**src/rtl/branch_alu_rs_if.sv**
```systemverilog
// Branch reservation station bus.
// Groups dispatch, CDB snoop, the issue port to the branch CDB stage and the
// entry-release handshake.
//   master: producer side (dispatch, CDB, finish driver; issue consumer)
//   slave : reservation station side
interface branch_alu_rs_if #(
    parameter int RS_IDX_W = 2,
    parameter int DATA_W   = 32,
    parameter int ADDR_W   = 32,
    parameter int TAG_W    = 4
);
    logic                dispatch_valid;
    logic [2:0]          dispatch_op;
    logic                dispatch_a_rdy;
    logic [DATA_W-1:0]   dispatch_a;
    logic [TAG_W-1:0]    dispatch_a_tag;
    logic                dispatch_b_rdy;
    logic [DATA_W-1:0]   dispatch_b;
    logic [TAG_W-1:0]    dispatch_b_tag;
    logic [ADDR_W-1:0]   dispatch_offset;
    logic                rs_full;

    logic                cdb_valid;
    logic [TAG_W-1:0]    cdb_tag;
    logic [DATA_W-1:0]   cdb_data;

    logic                branch_signal;
    logic [RS_IDX_W-1:0] branch_rs_num;
    logic                branch_result;
    logic [ADDR_W-1:0]   branch_offset;

    logic                branch_finish;
    logic [RS_IDX_W-1:0] finish_rs_num;

    modport slave (
        input  dispatch_valid, dispatch_op,
               dispatch_a_rdy, dispatch_a, dispatch_a_tag,
               dispatch_b_rdy, dispatch_b, dispatch_b_tag,
               dispatch_offset,
               cdb_valid, cdb_tag, cdb_data,
               branch_finish, finish_rs_num,
        output rs_full, branch_signal, branch_rs_num, branch_result, branch_offset
    );

    modport master (
        output dispatch_valid, dispatch_op,
               dispatch_a_rdy, dispatch_a, dispatch_a_tag,
               dispatch_b_rdy, dispatch_b, dispatch_b_tag,
               dispatch_offset,
               cdb_valid, cdb_tag, cdb_data,
               branch_finish, finish_rs_num,
        input  rs_full, branch_signal, branch_rs_num, branch_result, branch_offset
    );
endinterface

```
**src/rtl/branch_alu_rs.sv**
```systemverilog
// Branch ALU reservation station.
// Holds RS_DEPTH pending conditional branches, snoops the CDB for missing
// operands, issues the lowest-index ready entry one per cycle with its compare
// outcome and stored offset, and frees entries on the finish handshake.
// Ports:
//   clk  - clock
//   rst  - asynchronous active-low reset
//   bus  - branch_alu_rs_if.slave (dispatch, rs_full, CDB snoop, issue, finish)
module branch_alu_rs #(
    parameter int RS_DEPTH = 4,
    parameter int RS_IDX_W = 2,
    parameter int DATA_W   = 32,
    parameter int ADDR_W   = 32,
    parameter int TAG_W    = 4
) (
    input logic             clk,
    input logic             rst,
    branch_alu_rs_if.slave  bus
);

    typedef struct packed {
        logic [2:0]        op;
        logic [DATA_W-1:0] a;
        logic [DATA_W-1:0] b;
        logic              a_rdy;
        logic              b_rdy;
        logic [TAG_W-1:0]  a_tag;
        logic [TAG_W-1:0]  b_tag;
        logic [ADDR_W-1:0] off;
    } entry_t;

    logic [RS_DEPTH-1:0] r_busy;
    logic [RS_DEPTH-1:0] r_issued;
    entry_t              r_ent [RS_DEPTH];

    logic                r_sig;
    logic [RS_IDX_W-1:0] r_num;
    logic                r_res;
    logic [ADDR_W-1:0]   r_off;

    logic                w_full;
    logic [RS_IDX_W-1:0] w_free_idx;
    logic                w_iss_found;
    logic [RS_IDX_W-1:0] w_iss_idx;

    function automatic logic br_cmp(input logic [2:0] op,
                                    input logic [DATA_W-1:0] a,
                                    input logic [DATA_W-1:0] b);
        case (op)
            3'b000:  return a == b;
            3'b001:  return a != b;
            3'b100:  return $signed(a) <  $signed(b);
            3'b101:  return $signed(a) >= $signed(b);
            3'b110:  return a <  b;
            3'b111:  return a >= b;
            default: return 1'b0;
        endcase
    endfunction

    // Free slot and issue pick both look only at pre-edge state, so an entry
    // released or woken this cycle is not reused/issued until the next one.
    // Descending scan makes the lowest index win.
    always_comb begin
        w_full      = &r_busy;
        w_free_idx  = '0;
        w_iss_found = 1'b0;
        w_iss_idx   = '0;
        for (int i = RS_DEPTH - 1; i >= 0; i--) begin
            if (!r_busy[i])
                w_free_idx = RS_IDX_W'(i);
            if (r_busy[i] && !r_issued[i] && r_ent[i].a_rdy && r_ent[i].b_rdy) begin
                w_iss_found = 1'b1;
                w_iss_idx   = RS_IDX_W'(i);
            end
        end
    end

    always_ff @(posedge clk or negedge rst) begin
        if (!rst) begin
            r_busy   <= '0;
            r_issued <= '0;
            for (int i = 0; i < RS_DEPTH; i++)
                r_ent[i] <= '0;
            r_sig <= 1'b0;
            r_num <= '0;
            r_res <= 1'b0;
            r_off <= '0;
        end else begin
            // Wakeup of waiting operands in busy entries.
            if (bus.cdb_valid) begin
                for (int i = 0; i < RS_DEPTH; i++) begin
                    if (r_busy[i] && !r_ent[i].a_rdy && r_ent[i].a_tag == bus.cdb_tag) begin
                        r_ent[i].a     <= bus.cdb_data;
                        r_ent[i].a_rdy <= 1'b1;
                    end
                    if (r_busy[i] && !r_ent[i].b_rdy && r_ent[i].b_tag == bus.cdb_tag) begin
                        r_ent[i].b     <= bus.cdb_data;
                        r_ent[i].b_rdy <= 1'b1;
                    end
                end
            end

            // Issue: one-cycle pulse, zeros when nothing is eligible.
            r_sig <= w_iss_found;
            if (w_iss_found) begin
                r_num <= w_iss_idx;
                r_res <= br_cmp(r_ent[w_iss_idx].op, r_ent[w_iss_idx].a, r_ent[w_iss_idx].b);
                r_off <= r_ent[w_iss_idx].off;
                r_issued[w_iss_idx] <= 1'b1;
            end else begin
                r_num <= '0;
                r_res <= 1'b0;
                r_off <= '0;
            end

            // Release only touches busy entries; dispatch only non-busy ones.
            if (bus.branch_finish && r_busy[bus.finish_rs_num]) begin
                r_busy[bus.finish_rs_num]   <= 1'b0;
                r_issued[bus.finish_rs_num] <= 1'b0;
            end

            if (bus.dispatch_valid && !w_full) begin
                r_busy[w_free_idx]       <= 1'b1;
                r_issued[w_free_idx]     <= 1'b0;
                r_ent[w_free_idx].op     <= bus.dispatch_op;
                r_ent[w_free_idx].off    <= bus.dispatch_offset;
                r_ent[w_free_idx].a_tag  <= bus.dispatch_a_tag;
                r_ent[w_free_idx].b_tag  <= bus.dispatch_b_tag;
                // A producer broadcasting in the dispatch cycle would otherwise
                // be missed, since wakeup only scans already-busy entries.
                if (bus.dispatch_a_rdy) begin
                    r_ent[w_free_idx].a     <= bus.dispatch_a;
                    r_ent[w_free_idx].a_rdy <= 1'b1;
                end else if (bus.cdb_valid && bus.cdb_tag == bus.dispatch_a_tag) begin
                    r_ent[w_free_idx].a     <= bus.cdb_data;
                    r_ent[w_free_idx].a_rdy <= 1'b1;
                end else begin
                    r_ent[w_free_idx].a     <= '0;
                    r_ent[w_free_idx].a_rdy <= 1'b0;
                end
                if (bus.dispatch_b_rdy) begin
                    r_ent[w_free_idx].b     <= bus.dispatch_b;
                    r_ent[w_free_idx].b_rdy <= 1'b1;
                end else if (bus.cdb_valid && bus.cdb_tag == bus.dispatch_b_tag) begin
                    r_ent[w_free_idx].b     <= bus.cdb_data;
                    r_ent[w_free_idx].b_rdy <= 1'b1;
                end else begin
                    r_ent[w_free_idx].b     <= '0;
                    r_ent[w_free_idx].b_rdy <= 1'b0;
                end
            end
        end
    end

    assign bus.rs_full       = w_full;
    assign bus.branch_signal = r_sig;
    assign bus.branch_rs_num = r_num;
    assign bus.branch_result = r_res;
    assign bus.branch_offset = r_off;

endmodule

```
**src/flat_wrapper.sv**
```systemverilog
// flat-port wrapper written by rule: the top's interface ports become plain ports
module branch_alu_rs_flat 
#(
    parameter int RS_DEPTH = 4,
    parameter int RS_IDX_W = 2,
    parameter int DATA_W   = 32,
    parameter int ADDR_W   = 32,
    parameter int TAG_W    = 4
)
  (clk, rst, bus_dispatch_valid, bus_dispatch_op, bus_dispatch_a_rdy, bus_dispatch_a, bus_dispatch_a_tag, bus_dispatch_b_rdy, bus_dispatch_b, bus_dispatch_b_tag, bus_dispatch_offset, bus_cdb_valid, bus_cdb_tag, bus_cdb_data, bus_branch_finish, bus_finish_rs_num, bus_rs_full, bus_branch_signal, bus_branch_rs_num, bus_branch_result, bus_branch_offset);
  branch_alu_rs_if #(.RS_IDX_W(RS_IDX_W), .DATA_W(DATA_W), .ADDR_W(ADDR_W), .TAG_W(TAG_W)) bus_i ();
  input logic clk;
  input logic rst;
  input wire logic [$bits(bus_i.dispatch_valid)-1:0] bus_dispatch_valid;
  input wire logic [$bits(bus_i.dispatch_op)-1:0] bus_dispatch_op;
  input wire logic [$bits(bus_i.dispatch_a_rdy)-1:0] bus_dispatch_a_rdy;
  input wire logic [$bits(bus_i.dispatch_a)-1:0] bus_dispatch_a;
  input wire logic [$bits(bus_i.dispatch_a_tag)-1:0] bus_dispatch_a_tag;
  input wire logic [$bits(bus_i.dispatch_b_rdy)-1:0] bus_dispatch_b_rdy;
  input wire logic [$bits(bus_i.dispatch_b)-1:0] bus_dispatch_b;
  input wire logic [$bits(bus_i.dispatch_b_tag)-1:0] bus_dispatch_b_tag;
  input wire logic [$bits(bus_i.dispatch_offset)-1:0] bus_dispatch_offset;
  input wire logic [$bits(bus_i.cdb_valid)-1:0] bus_cdb_valid;
  input wire logic [$bits(bus_i.cdb_tag)-1:0] bus_cdb_tag;
  input wire logic [$bits(bus_i.cdb_data)-1:0] bus_cdb_data;
  input wire logic [$bits(bus_i.branch_finish)-1:0] bus_branch_finish;
  input wire logic [$bits(bus_i.finish_rs_num)-1:0] bus_finish_rs_num;
  output wire logic [$bits(bus_i.rs_full)-1:0] bus_rs_full;
  output wire logic [$bits(bus_i.branch_signal)-1:0] bus_branch_signal;
  output wire logic [$bits(bus_i.branch_rs_num)-1:0] bus_branch_rs_num;
  output wire logic [$bits(bus_i.branch_result)-1:0] bus_branch_result;
  output wire logic [$bits(bus_i.branch_offset)-1:0] bus_branch_offset;
  assign bus_i.dispatch_valid = bus_dispatch_valid;
  assign bus_i.dispatch_op = bus_dispatch_op;
  assign bus_i.dispatch_a_rdy = bus_dispatch_a_rdy;
  assign bus_i.dispatch_a = bus_dispatch_a;
  assign bus_i.dispatch_a_tag = bus_dispatch_a_tag;
  assign bus_i.dispatch_b_rdy = bus_dispatch_b_rdy;
  assign bus_i.dispatch_b = bus_dispatch_b;
  assign bus_i.dispatch_b_tag = bus_dispatch_b_tag;
  assign bus_i.dispatch_offset = bus_dispatch_offset;
  assign bus_i.cdb_valid = bus_cdb_valid;
  assign bus_i.cdb_tag = bus_cdb_tag;
  assign bus_i.cdb_data = bus_cdb_data;
  assign bus_i.branch_finish = bus_branch_finish;
  assign bus_i.finish_rs_num = bus_finish_rs_num;
  assign bus_rs_full = bus_i.rs_full;
  assign bus_branch_signal = bus_i.branch_signal;
  assign bus_branch_rs_num = bus_i.branch_rs_num;
  assign bus_branch_result = bus_i.branch_result;
  assign bus_branch_offset = bus_i.branch_offset;
  branch_alu_rs #(.RS_DEPTH(RS_DEPTH), .RS_IDX_W(RS_IDX_W), .DATA_W(DATA_W), .ADDR_W(ADDR_W), .TAG_W(TAG_W)) u_core (.clk(clk), .rst(rst), .bus(bus_i));
endmodule
```
**config.mk**
```make
export PLATFORM = sky130hd
export DESIGN_NAME = branch_alu_rs_flat
export DESIGN_NICKNAME = d
export VERILOG_FILES = /design/src/rtl/branch_alu_rs_if.sv /design/src/rtl/branch_alu_rs.sv /design/src/flat_wrapper.sv
export SDC_FILE = /design/constraint.sdc
export NUM_CORES = 1
export LEC_CHECK = 0
export BUFFER_PORTS_ARGS = -buffer_cell sky130_fd_sc_hd__buf_2
export CORE_MARGIN = 1.5
export CORE_UTILIZATION = 30
export CTS_BUF_LIST = sky130_fd_sc_hd__clkbuf_16
export DETAILED_ROUTE_END_ITERATION = 6
export HOLD_SLACK_MARGIN = 0.15
export PLACE_DENSITY = 0.44
export SLEW_MARGIN = 0
export SYNTH_ARGS = -nofsm -noshare
export SYNTH_HDL_FRONTEND = slang
export SYNTH_SLANG_ARGS = --single-unit
```
**constraint.sdc**
```tcl
create_clock -name clk -period 8.4 [get_ports clk]
set_input_delay 0.42 -clock clk [delete_from_list [all_inputs] [get_ports clk]]
set_output_delay 0.42 -clock clk [all_outputs]
set_load 0.01 [all_outputs]
```
==> key figures <==
Status
  • Outcome: finished with violations
  • Failing checks: DRC

Clocking
  • Root Driver: clkbuf_16
  • Worst skew pair latency: 0.64 ns
  • Htree depth: 2
  • Clock Sinks: 480
  • Postcts setup bufs: 0
  • Cts bufs inserted: 57
  • TritonCTS clock tree: done
  • Max clock buf depth: 3
  • CTS resizes: 0
  • Worst-path clk slew: 0.06 ns

Logic synthesis
  • Synth area leader: dfrtp_1
  • Unique masters post-synth: 63
  • Most frequent cell after synthesis: nand2_1
  • Async set-or-reset flop fraction in the synthesized netlist: 100%
  • Mapped Nets: 2797
  • Top-area cell type share of the netlist area: 49.3%
  • Cells after synthesis: 2613
  • Synth warn: 0
  • Post-synth EDFFs: 0
  • Flop and latch count out of synthesis: 480
  • Register area share after synthesis: 49.3%
  • Post-synth top flop: dfrtp_1
  • Post-Syn Area: 24400 um2
  • Main area contributors after synthesis: dfrtp_1, nand2_1, mux2i_1
  • Syn Area/Cell: 9.33 um2
  • Synth top cells by count: nand2_1, dfrtp_1, a21oi_1, o21ai_0, mux2i_1

Critical path
  • Largest fanout on the critical path: 46
  • Worst Path Required: 8.91 ns
  • R2r worst-path depth: 15
  • Worst Path Arrival: 6.07 ns
  • CP startpoint kind: flip-flop
  • CP endpoint kind: flip-flop
  • R2R Path Start: u_core.r_busy[2]$_DFF_PN0_
  • Crit Path Class: reg -> reg
  • Critical R2R Capture: u_core.bus.branch_result$_DFF_PN0_
  • Reg2Reg Setup Slack: 2.83 ns

Power and ir drop
  • P_sw: 4.56 mW
  • Sw Ratio: 40.9%
  • Worst vdd ir: 0.177 mV
  • Combinational cell fraction of total power: between 40% and 50%
  • Internal Power: 6.59 mW
  • Pleak: 13.8 nW
  • Power Dens Cells: 388 nW/um2
  • Sequential Power Share: 35.6%
  • Clk pwr share: 21.7%

Drt
  • DRT iter0 DRCs: 2118
  • Met3 wire len: 5.30 mm
  • Routed vias: between 20000 and 25000
  • DR DRC count: 2
  • Highest Signal Layer: met5
  • Met2 Wirelength: 41.2 mm
  • Total iterations of the first detailed-routing run: 7
  • DR vias/cell: between 5 and 6
  • Routed WL: approximately 88 mm
  • Antenna viol nets, final: 0
  • Met1 Wirelength: 39.7 mm
  • Routed WL per cell: about 23 um

Flow run
  • Max Cap Viol: 0

Placement
  • Hpwl dp: 50.4 mm
  • Buffers on Ports: between 150 and 200
  • Pre-CTS setup slack: 2.85 ns
  • GP Congestion: between 0.7 and 0.8

Global routing
  • Global route overflow: 0
  • Wire length of the first global-routing pass: 133 mm
  • Initial antenna violation count: 9
  • Pin count of the biggest net entering global routing: 175
  • Vias in the first global route: ~21000
  • All-layer global routing usage: 21.1%

Timing
  • Slew at the pin closest to its max-slew limit: ~1.1 ns
  • Setup_tns: 0 ns
  • Final min period: around 5.6 ns
  • RSZ-0062 raised after global routing: false
  • Hold Fails Final Rpt: 0
  • Final max-slew violation count: 0
  • Rel. slew slack: 28.4%
  • Hold WS: 0.182 ns
  • Layout Skew: 0.0428 ns
  • Endpoints failing setup: 0
  • Fmax: 0.180 GHz
  • Fin crit share: between 60% and 70%
  • Setup ws final: between 2 and 3 ns

Die
  • Starting Density: 30.3%
  • Core Footprint: 80500 um2
  • IO Pins: 189
  • Die W: 288 um
  • Die ar.: ~83000 um2
  • Die Height: 288 um
  • Row count: 104

Min path
  • Min-delay src: bus_dispatch_b[30]
  • Hold Path End: u_core.r_ent[399]$_DFF_PN0_
  • Hold Path Stages: 3
  • Hold Path Class: in -> reg

Layout
  • Fraction of layout instances using a drive strength above 1: around 16%
  • # fillers: 8140
  • Total Nets Final: 2928
  • Sequential cell area: 12000 um2
  • Area grow syn2layout: 17.7%
  • Footprint of the multi-input gates: 11200 um2
[metrics by stage]
step           std cells  utilization [%]  power [mW]  area (um2)
3_5_place_dp        3670             32.5        8.74       26200
2_1_floorplan       2613                -        7.13       24400
3_3_place_gp        3670             32.5        8.64       26200
4_1_cts             3845             35.6        11.2       28700
5_1_grt             3848             35.6        12.0       28700
6_report            3849             35.6        11.2       28700
[placed cells by master (no fill, tap or decap), types with 3 or more instances in the layout]
cell type,netlist,layout
bufinv_16,0,5
nand3_1,14,13
nor4_1,4,3
clkinv_1,0,9
o211ai_1,3,3
a31oi_1,31,31
clkbuf_16,0,57
o221ai_1,3,3
a222oi_1,64,64
diode_2,0,4
nor2b_1,5,4
a221oi_1,62,62
buf_4,2,42
inv_1,71,85
nor2_1,70,66
xor2_1,14,14
a21oi_1,225,225
ha_1,32,32
mux2_2,112,112
buf_2,58,187
and4b_1,4,4
o21ai_0,163,163
nand2_1,647,646
nand4_1,16,16
dlygate4sd3_1,0,75
mux2i_1,161,161
xnor2_1,26,26
nor3_1,12,11
a22oi_1,7,7
o21ai_1,11,11
clkinv_2,0,11
o22ai_1,94,94
dfrtp_1,480,480
[kinds of logic after synthesis]
group / count (synthesis) / synth area share, %
fa+ha+maj: 32 / 1.64
simple gates: 794 / 13.2
mux: 273 / 11.8
compound gates: 686 / 17.5
buf+inv: 308 / 5.10
flops: 480 / 49.3
xor+xnor: 40 / 1.44
[power groups by stage]
stage	logic [mW]	clock network (mW)	registers [mW]
floorplan	3.32	0	3.80
global placement	4.69	0	3.96
detailed placement	4.75	0	3.99
CTS	4.80	2.47	3.95
global route	5.33	2.57	4.09
finish	4.76	2.42	3.97
[layer usage]
layer	vias to the layer above	GRT usage, %
met5	-	0
met4	8	6.01
met3	131	3.30
met2	705	34.0
met1	10514	29.1
li1	9500	-
[worst max-delay path by stage]
stage | start | end | depth (start not counted)
6_report | u_core.r_busy[2]$_DFF_PN0_ | u_core.bus.branch_result$_DFF_PN0_ | 15
5_1_grt | u_core.r_busy[2]$_DFF_PN0_ | u_core.bus.branch_result$_DFF_PN0_ | 15
4_1_cts | u_core.r_busy[2]$_DFF_PN0_ | u_core.bus.branch_result$_DFF_PN0_ | 15
3_5_place_dp | u_core.r_busy[2]$_DFF_PN0_ | u_core.bus.branch_result$_DFF_PN0_ | 15
3_3_place_gp | u_core.r_busy[2]$_DFF_PN0_ | u_core.bus.branch_result$_DFF_PN0_ | 15
2_1_floorplan | u_core.r_busy[2]$_DFF_PN0_ | u_core.bus.branch_result$_DFF_PN0_ | 18
[what timing repair did]
item                       4_1_cts  5_1_grt
hold endpoints to repair       345        0
setup endpoints to repair        0        0
hold buffers                    75        0
[area by class of cell]
type,instances,share of cell area (%)
sequential,480,41.8
tap,1060,4.62
inverter,73,0.963
clock inverter,43,1.25
antenna,4,0.0349
timing repair buffer,307,7.16
multi-input combinational,1825,39.2
clock buffer,57,4.97
[worst max-delay path, cell delays in order, from the launching register on]
cell,delay [ns]
dfrtp_1,0.56
and4b_1,0.50
o211ai_4,0.12
buf_4,0.32
inv_2,0.54
buf_4,0.69
a21oi_1,0.10
a221o_1,0.31
ha_1,0.39
nand4_1,0.15
or3_1,0.43
nor3_1,0.49
nand3_1,0.28
o2111a_1,0.22
o31ai_1,0.24
a211oi_1,0.08
Note: power is estimated with default switching activity, not from simulation.
